`config.mk`:
```
export PLATFORM = sky130hd
export DESIGN_NAME = dac_sample_streamer
export DESIGN_NICKNAME = d
export VERILOG_FILES = /design/src/rtl/dac_sample_streamer.sv
export SDC_FILE = /design/constraint.sdc
export NUM_CORES = 1
export LEC_CHECK = 0
export ABC_AREA = 1
export BUFFER_PORTS_ARGS = -buffer_cell sky130_fd_sc_hd__buf_2
export CAP_MARGIN = 20
export CORE_UTILIZATION = 61
export DETAILED_ROUTE_END_ITERATION = 16
export PLACE_DENSITY = 0.89
export SYNTH_ARGS = -nofsm -noshare
export SYNTH_HDL_FRONTEND = slang
export SYNTH_SLANG_ARGS = --single-unit
```
`constraint.sdc`:
```
create_clock -name clk_i -period 2.3 [get_ports clk_i]
set_input_delay 0.23 -clock clk_i [delete_from_list [all_inputs] [get_ports clk_i]]
set_output_delay 0.23 -clock clk_i [all_outputs]
set_load 0.005 [all_outputs]
```
`src/rtl/dac_sample_streamer.sv`:
```
// DAC sample streamer: host samples are queued in a FIFO and released one per
// programmable sample tick onto a registered DAC code bus with a strobe.
module dac_sample_streamer #(
   parameter int unsigned       DATA_W    = 10,
   parameter int unsigned       FIFO_AW   = 5,
   parameter int unsigned       CLKDIV_W  = 20,
   parameter logic [DATA_W-1:0] IDLE_CODE = {DATA_W{1'b0}}
) (
   input  logic                clk_i,
   input  logic                rst_i,
   input  logic                en_i,
   input  logic                mode_i,
   input  logic [CLKDIV_W-1:0] clkdiv_i,
   input  logic [FIFO_AW:0]    fifo_threshold_i,
   input  logic                wr_i,
   input  logic [DATA_W-1:0]   wdata_i,
   input  logic                flush_i,
   input  logic                flags_clr_i,
   output logic                full_o,
   output logic                empty_o,
   output logic [FIFO_AW:0]    level_o,
   output logic                low_o,
   output logic                underrun_o,
   output logic                overflow_o,
   output logic                dac_en_o,
   output logic                dac_rst_o,
   output logic [DATA_W-1:0]   dac_data_o,
   output logic                sample_stb_o
);

   localparam int unsigned          DEPTH     = 2 ** FIFO_AW;
   localparam logic [FIFO_AW:0]     LVL_FULL  = {1'b1, {FIFO_AW{1'b0}}};
   localparam logic [FIFO_AW:0]     LVL_ZERO  = {(FIFO_AW+1){1'b0}};
   localparam logic [FIFO_AW:0]     LVL_ONE   = {{FIFO_AW{1'b0}}, 1'b1};
   localparam logic [FIFO_AW-1:0]   PTR_ZERO  = {FIFO_AW{1'b0}};
   localparam logic [FIFO_AW-1:0]   PTR_ONE   = {{(FIFO_AW-1){1'b0}}, 1'b1};
   localparam logic [CLKDIV_W-1:0]  CNT_ZERO  = {CLKDIV_W{1'b0}};
   localparam logic [CLKDIV_W-1:0]  CNT_ONE   = {{(CLKDIV_W-1){1'b0}}, 1'b1};

   logic [CLKDIV_W-1:0] cnt_q, cnt_d;
   logic                tick_q, tick_d;
   logic [FIFO_AW-1:0]  wptr_q, wptr_d;
   logic [FIFO_AW-1:0]  rptr_q, rptr_d;
   logic [FIFO_AW:0]    level_q, level_d;
   logic                underrun_q, underrun_d;
   logic                overflow_q, overflow_d;
   logic [DATA_W-1:0]   dac_data_q, dac_data_d;
   logic                stb_q, stb_d;
   logic [DATA_W-1:0]   mem_q [0:DEPTH-1];

   logic full_s, empty_s, push_s, pop_s;
   logic underrun_set_s, overflow_set_s;

   // Status derived from the registered level; full gates writes for the whole cycle.
   always_comb begin
      full_s  = (level_q == LVL_FULL);
      empty_s = (level_q == LVL_ZERO);
      push_s  = wr_i & ~full_s & ~flush_i;
      pop_s   = tick_q & ~empty_s & ~flush_i;
   end

   // Sample-tick divider; >= compare keeps the counter from running past a lowered clkdiv.
   always_comb begin
      cnt_d  = cnt_q;
      tick_d = 1'b0;
      if (!en_i) begin
         cnt_d  = CNT_ZERO;
         tick_d = 1'b0;
      end else if (cnt_q >= clkdiv_i) begin
         cnt_d  = CNT_ZERO;
         tick_d = 1'b1;
      end else begin
         cnt_d  = cnt_q + CNT_ONE;
         tick_d = 1'b0;
      end
   end

   // FIFO pointer and level bookkeeping; flush overrides push and pop.
   always_comb begin
      wptr_d  = wptr_q;
      rptr_d  = rptr_q;
      level_d = level_q;
      if (flush_i) begin
         wptr_d  = PTR_ZERO;
         rptr_d  = PTR_ZERO;
         level_d = LVL_ZERO;
      end else begin
         if (push_s) begin
            wptr_d = wptr_q + PTR_ONE;
         end else begin
            wptr_d = wptr_q;
         end
         if (pop_s) begin
            rptr_d = rptr_q + PTR_ONE;
         end else begin
            rptr_d = rptr_q;
         end
         case ({push_s, pop_s})
            2'b10:   level_d = level_q + LVL_ONE;
            2'b01:   level_d = level_q - LVL_ONE;
            default: level_d = level_q;
         endcase
      end
   end

   // DAC code update on each tick, plus the sticky flags where a set beats a clear.
   always_comb begin
      dac_data_d     = dac_data_q;
      stb_d          = 1'b0;
      underrun_set_s = 1'b0;
      overflow_set_s = wr_i & full_s;
      if (tick_q && !flush_i) begin
         stb_d = 1'b1;
         if (!empty_s) begin
            dac_data_d = mem_q[rptr_q];
         end else begin
            underrun_set_s = 1'b1;
            if (mode_i) begin
               dac_data_d = IDLE_CODE;
            end else begin
               dac_data_d = dac_data_q;
            end
         end
      end else begin
         stb_d = 1'b0;
      end
      underrun_d = underrun_set_s | (underrun_q & ~flags_clr_i);
      overflow_d = overflow_set_s | (overflow_q & ~flags_clr_i);
   end

   // Sample storage; contents are meaningless once the pointers are cleared.
   always_ff @(posedge clk_i) begin
      if (push_s) begin
         mem_q[wptr_q] <= wdata_i;
      end
   end

   // State registers.
   always_ff @(posedge clk_i or posedge rst_i) begin
      if (rst_i) begin
         cnt_q      <= CNT_ZERO;
         tick_q     <= 1'b0;
         wptr_q     <= PTR_ZERO;
         rptr_q     <= PTR_ZERO;
         level_q    <= LVL_ZERO;
         underrun_q <= 1'b0;
         overflow_q <= 1'b0;
         dac_data_q <= IDLE_CODE;
         stb_q      <= 1'b0;
      end else begin
         cnt_q      <= cnt_d;
         tick_q     <= tick_d;
         wptr_q     <= wptr_d;
         rptr_q     <= rptr_d;
         level_q    <= level_d;
         underrun_q <= underrun_d;
         overflow_q <= overflow_d;
         dac_data_q <= dac_data_d;
         stb_q      <= stb_d;
      end
   end

   assign full_o       = full_s;
   assign empty_o      = empty_s;
   assign level_o      = level_q;
   assign low_o        = (level_q < fifo_threshold_i);
   assign underrun_o   = underrun_q;
   assign overflow_o   = overflow_q;
   assign dac_en_o     = en_i;
   assign dac_rst_o    = rst_i;
   assign dac_data_o   = dac_data_q;
   assign sample_stb_o = stb_q;

endmodule

```
=== Word level (Yosys, flattened, before mapping) ===
Memories as Yosys holds them, arrays and structs flattened.
Cells that the tools add are included.

* Bits in registers: 50
* Memory bits (writable): 320
* Input bits: 43
* Output and inout port bits: 24
* Memories: 1

{| class="wikitable"
|+ Memories
! name !! depth !! bits a word !! read ports !! clocked after Yosys merged registers in !! wr ports !! line !! RTL
|-
| mem_q || 32 || 10 || 1 || 0 || 1 || 49 || <nowiki>logic [DATA_W-1:0] mem_q [0:DEPTH-1];</nowiki>
|}

* Add/subtract/negate cells: 5
* Magnitude comparators: 2
* Equal/unequal tests: 4
* Muxes and demuxes: 17
* Bitwise logic cells: 13
* Reduce and logical (&&, ||, !) cells: 7

{| class="wikitable"
|+ Operators by type and width
! operator !! count
|-
| 2-to-1 mux 20 bit || 2
|-
| adder 20 x 1 -> 20 bit (second input constant) || 1
|-
| >= comparator 20 bit || 1
|-
| 2-to-1 mux 10 bit || 2
|-
| 2-to-1 mux 5 bit || 4
|-
| one-hot mux 6 bit (2 select lines) || 1
|-
| adder 5 x 1 -> 5 bit (second input constant) || 2
|-
| AND 1 bit || 7
|-
| 2-to-1 mux 1 bit || 7
|-
| adder 6 x 1 -> 6 bit (second input constant) || 1
|-
| equality test 6 bit (second input constant) || 1
|-
| zero test 6 bit || 1
|-
| less-than comparator 6 bit || 1
|-
| 2-to-1 mux 6 bit || 1
|-
| subtractor 6 x 1 -> 6 bit (second input constant) || 1
|-
| inverter 1 bit || 4
|-
| nonzero test 2 bit || 2
|-
| nonzero test 3 bit || 1
|-
| equality test 2 x 1 -> 1 bit (second input constant) || 1
|-
| equality test 2 bit (second input constant) || 1
|-
| != test 2 bit (second input constant) || 1
|-
| bitwise OR 1 bit || 2
|-
| AND reduction 2 bit || 1
|-
| logical AND 1 bit || 1
|-
| zero test 1 bit || 1
|}

=== Logic depth before layout (Yosys ltp) ===
* Depth in word-level cells: 7
* Depth in mapped cells: 16
* Mapped depth without buffers: 16

=== Worst setup path before layout ===
No wires, ideal clock.

* Path kind: register to register
* Start: reg level_q[5], in the netlist level_o[5]
* End: mem mem_q[10][0], enable pin
* Arrival: 1683 ps
* Data required time: 1924 ps
* Path slack: 241 ps
* Stages on the path, launching flop included: 8
* Cells stage by stage: dfrtp_1 inv_1 nor2_2 nand3_1 nand2_4 nor2_1 nand2_1 nor2_1

* Longest elaborated chain between the ends: 6

{| class="wikitable"
|+ Ends and longest elaborated chain
! what !! line !! RTL
|-
| start, declared || 44 || <nowiki>logic [FIFO_AW:0] level_q, level_d;</nowiki>
|-
| start signal, assigned || 155 || <nowiki>level_q <= level_d;</nowiki>
|-
| equality test 6 bit || 56 || <nowiki>full_s = (level_q == LVL_FULL);</nowiki>
|-
| inverter 1 bit || 58 || <nowiki>push_s = wr_i & ~full_s & ~flush_i;</nowiki>
|-
| AND 1 bit (2 in series) || 58 ||
|-
| 2-to-1 mux 1 bit || 133 || <nowiki>if (push_s) begin</nowiki>
|-
| 2-to-1 mux 1 bit (not written as such) || 134 || <nowiki>mem_q[wptr_q] <= wdata_i;</nowiki>
|-
| end, declared || 49 ||
|}

Every way passes these cells.

=== Final worst setup path ===
* Start: reg rptr_q[0]
* End: reg dac_data_q[2], in the netlist dac_data_o[2]

* Longest elaborated chain between the ends: 2

{| class="wikitable"
|+ Ends and longest elaborated chain
! what !! line !! RTL
|-
| start, declared || 43 || <nowiki>logic [FIFO_AW-1:0] rptr_q, rptr_d;</nowiki>
|-
| start signal, assigned || 154 || <nowiki>rptr_q <= rptr_d;</nowiki>
|-
| memory read (32 x 10 bit) || -- ||
|-
| 2-to-1 mux 10 bit || 114 || <nowiki>if (!empty_s) begin</nowiki>
|-
| end signal, assigned || 158 || <nowiki>dac_data_q <= dac_data_d;</nowiki>
|-
| end, declared || 47 || <nowiki>logic [DATA_W-1:0] dac_data_q, dac_data_d;</nowiki>
|}

Every way passes these cells.
A chain may end at the register's enable or synchronous reset.

==> results <==
- The run finished with clean final reports.
- Global routing consumed, on the met3 layer, 6.010% of the routing resources.
- Counting instances in the post-synthesis netlist gives the leading cell types as 320 x edfxtp_1, 222 x nor2_1, 167 x o21ai_0.
- The clock tree from TritonCTS is built.
- The global-route track usage on met1 is 41.65%.
- The sequential fraction of the synthesis area is 69.06%.
- The clock net in this run drives a total of 370 sinks.
- The arrival time of the worst setup path is 2.59 ns.
- The worst setup path is captured at a flip-flop.
- Max-cap violations in this run came to 0.
- In this run the most critical hold path is launched from en_i.
- The routability-driven placement congestion ratio is 0.9871.
- Between clock sinks in the finished design, the worst skew comes to 0.01643 ns.
- The primary flip-flop cell chosen by synthesis mapping is edfxtp_1.
- For this run, the post-layout net count is 1507.
- The flip-flop and latch count after synthesis is 370.
- The combined global-route utilization of all metal layers is 31.48%.
- The top cell type's share of synthesized area is 61.11%.
- The post-place instance area is 0.01669 mm2.
- By area the synthesized netlist is led by edfxtp_1 61%, dfrtp_1 8.0%, o21ai_0 5.3%, nor2_1 5.3%, nand2_1 3.2%.
- For the worst setup path, the data required time is 2.76 ns.
- The CTS clock-pin slew for the worst setup and hold paths is 0.06 ns.
- In this run the number of H-tree levels came out at 2.
- The critical path class is flip-flop to flip-flop.
- The leakage power is 6.717 nW.
- The first-pass GRT wire length is 62200 um.
- Across all layers, the routed design uses 11460 vias.
- After layout, the worst path uses 92.51% of the clock period.
- The largest driver fanout on the critical path is 38.
- For this run the aggregate overflow at the end of global routing stands at 0.
- Once detail routing completed, the nets flagged for antenna violations numbered 0.
- The largest net degree at the start of global routing is 74.
- After detailed routing, the number of vias per cell comes to 6.406.
- The summed area of non-filler cells in the final layout is 0.01803 mm2.
- The total inserted antenna cells is 0.
- The post-route netlist has 14.53% of its cells at a drive strength greater than 1.
- In this run the deepest clock path goes through 3 buffers.
- The growth of design area from synthesis to finish is 14.65%.
- The initial antenna violation count is 0.
- The number of gates resized after CTS was 0.
- The placed wire-length estimate is 25030 um.
- For the pin with the worst max-slew slack, the measured transition is 0.8724 ns.
- The post-route minimum period is 2.128 ns.
- In this run, synthesis inferred 320 flip-flops with an integrated enable.
- In the final routed layout, each cell accounts on average for 22.71 um.
- The worst-skew pair later-pin latency is 0.53 ns.
- The design draws 14.14 mW.
- The maximum clock rate is 470.0 MHz.
- The synthesized area divided by synthesized cell count is 11.81 um2.
- The number of stages on the worst hold path is 3.
- The number of synthesis warnings is 0.
- The clock tree root buffer cell is clkbuf_16.
- The vertical die dimension is 162.6 um.
- The total count of hold-check failures in the final report was 0.
- For the final routed database, the setup TNS stands at 0 ns.
- The number of rows in the core area is 58.
- The number of clock buffers inserted by TritonCTS is 37.
- The relative max-transition margin is 41.84%.
- The largest total area in the synthesized netlist belongs to edfxtp_1.
- The number of global-route vias before repair is 11230.
- Setup violations remaining at the end of the flow were counted as 0.
- The maximum vdd ir drop is 564.4 uV.
- The synthesized netlist contains 39 unique library cells.
- The path class of the tightest hold or removal check is input pin to flip-flop.
- The power per cell area is 784.5 mW/mm2.
- The boundary pin count is 67.
- The launching instance or port of the critical path is rptr_q[0]$_DFFE_PP0P_.
- After technology mapping, the gate count stands at 1332.
- The net count after synthesis is 1409.
- The total wire length after detailed routing is 40620 um.
- The synthesized netlist occupies a cell area of 0.01573 mm2.
- Global routing used 50.25% of the available met2 tracks.
- In this run the tool buffered the top-level ports with 66 buffer cells.
- The length of the first detailed-routing pass in iterations is 6.
- After detailed routing, the number of remaining DRC violations is 0.
- The die outline area is 0.02642 mm2.
- The x dimension of the die is 162.6 um.
- Setup repair after global routing left no endpoint under its margin.
- The iteration-0 DRC count of the detailed router is 1527.
- The initial standard-cell utilization of the core is 62.27%.
- The global routing's busiest layer is met2.
- The count of final max-slew check failures is 0.
- The startpoint identified for the worst register-to-register timing path is rptr_q[0]$_DFFE_PP0P_.
- The area of the placeable core is 0.02525 mm2.
- The number of cells traversed by the worst register-to-register path is 8.
- Among all cell types in the netlist, the one instantiated most often is edfxtp_1.
- The startpoint class of the critical path is a flip-flop.
- Of all flip-flops after synthesis, the portion carrying an async set or reset was 13.51%.
-- cell type report --
class / instances / area, um2
inverters: 70 / 265.3
well taps: 330 / 412.9
flip-flops and latches: 370 / 10870
fillers: 1562 / 7226
multi-input cells: 820 / 4282
clock inverters: 17 / 226.5
clock buffers: 51 / 1061
repair buffers: 131 / 915.9
-- cell families after synthesis --
| group | count (synthesis) | share of synthesized area (%) |
|---|---|---|
| AOI/OAI and AO/OA | 290 | 10.60 |
| xor gates and xnor gates | 13 | 0.7241 |
| buffers and inverters | 142 | 3.708 |
| adders and majority gates | 34 | 2.705 |
| DFF | 370 | 69.06 |
| and+or+nand+nor | 483 | 13.20 |
-- stage by stage --
step,cells,setup slack (ns),hold WS [ns],utilization (%)
global placement,1716,0.2279,0.3095,66.10
global route,1789,0.02804,0.03914,71.39
CTS,1788,0.1768,0.01042,71.36
detailed placement,1716,0.2017,0.3184,66.10
finish,1789,0.1722,0.02840,71.39
floorplan,1332,0.2411,0.3118,-
-- flip-flops by register name, indices dropped and copies added (netlist names) --
register,cells
cnt_q,20
tick_q,1
underrun_o,1
rptr_q,5
sample_stb_o,1
dac_data_o,10
mem_q,320
level_o,6
overflow_o,1
wptr_q,5
-- critical path, stage by stage (launching register included) --
cell and delay [ns]:
dfrtp_4 0.50, inv_4 0.22, buf_4 0.39, o21ai_0 0.18
o22ai_1 0.22, nand2_1 0.12, nand4_1 0.14, nand3_1 0.15
nand2_1 0.12
-- placed cells by master (no fill, tap or decap), drive strengths merged, types with 4 or more instances in the layout --
cell and n:
inv 72, nand2 138, nor2 227, o211ai 10, dfrtp 50, or2 5
edfxtp 320, clkinv 7, o221ai 30, nand3 55, clkbuf 51, nand4 30
xor2 8, buf 127, ha 34, dlygate4sd3 4, o22ai 50, bufinv 5
o21ai 181, xnor2 5, a21oi 15, nor3 20
-- power breakdown --
group / switching, mW / total [mW] / internal [mW]
Combinational: 0.305 / 0.423 / 0.118
Sequential: 0.0290 / 7.36 / 7.33
Clock: 2.54 / 6.36 / 3.82
-- what timing repair did --
item | CTS | global route
buffers inserted | 0 | 0
hold endpoints to repair | 26 | 0
hold buffers | 4 | 0
setup endpoints to repair | 0 | 0
-- final timing paths --
check,to,slack (ns)
max,dac_data_o[2]$_DFFE_PP0P_,0.17
min,tick_q$_DFF_PP0_,0.03
max reg2reg,dac_data_o[2]$_DFFE_PP0P_,0.17
min reg2reg,dac_data_o[0]$_DFFE_PP0P_,0.48
max in group asynchronous,dac_data_o[1]$_DFFE_PP0P_,1.42
min in group asynchronous,overflow_o$_DFF_PP0_,0.32
-- metal layers --
| layer | wire length [um] | share of wire [%] |
|---|---|---|
| met1 | 14690 | 36 |
| met2 | 19240 | 47 |
| met3 | 4747 | 12 |
| met4 | 1943 | 4.8 |
| met5 | 0 | 0 |
No activity file was read; power rests on OpenSTA's default activity.
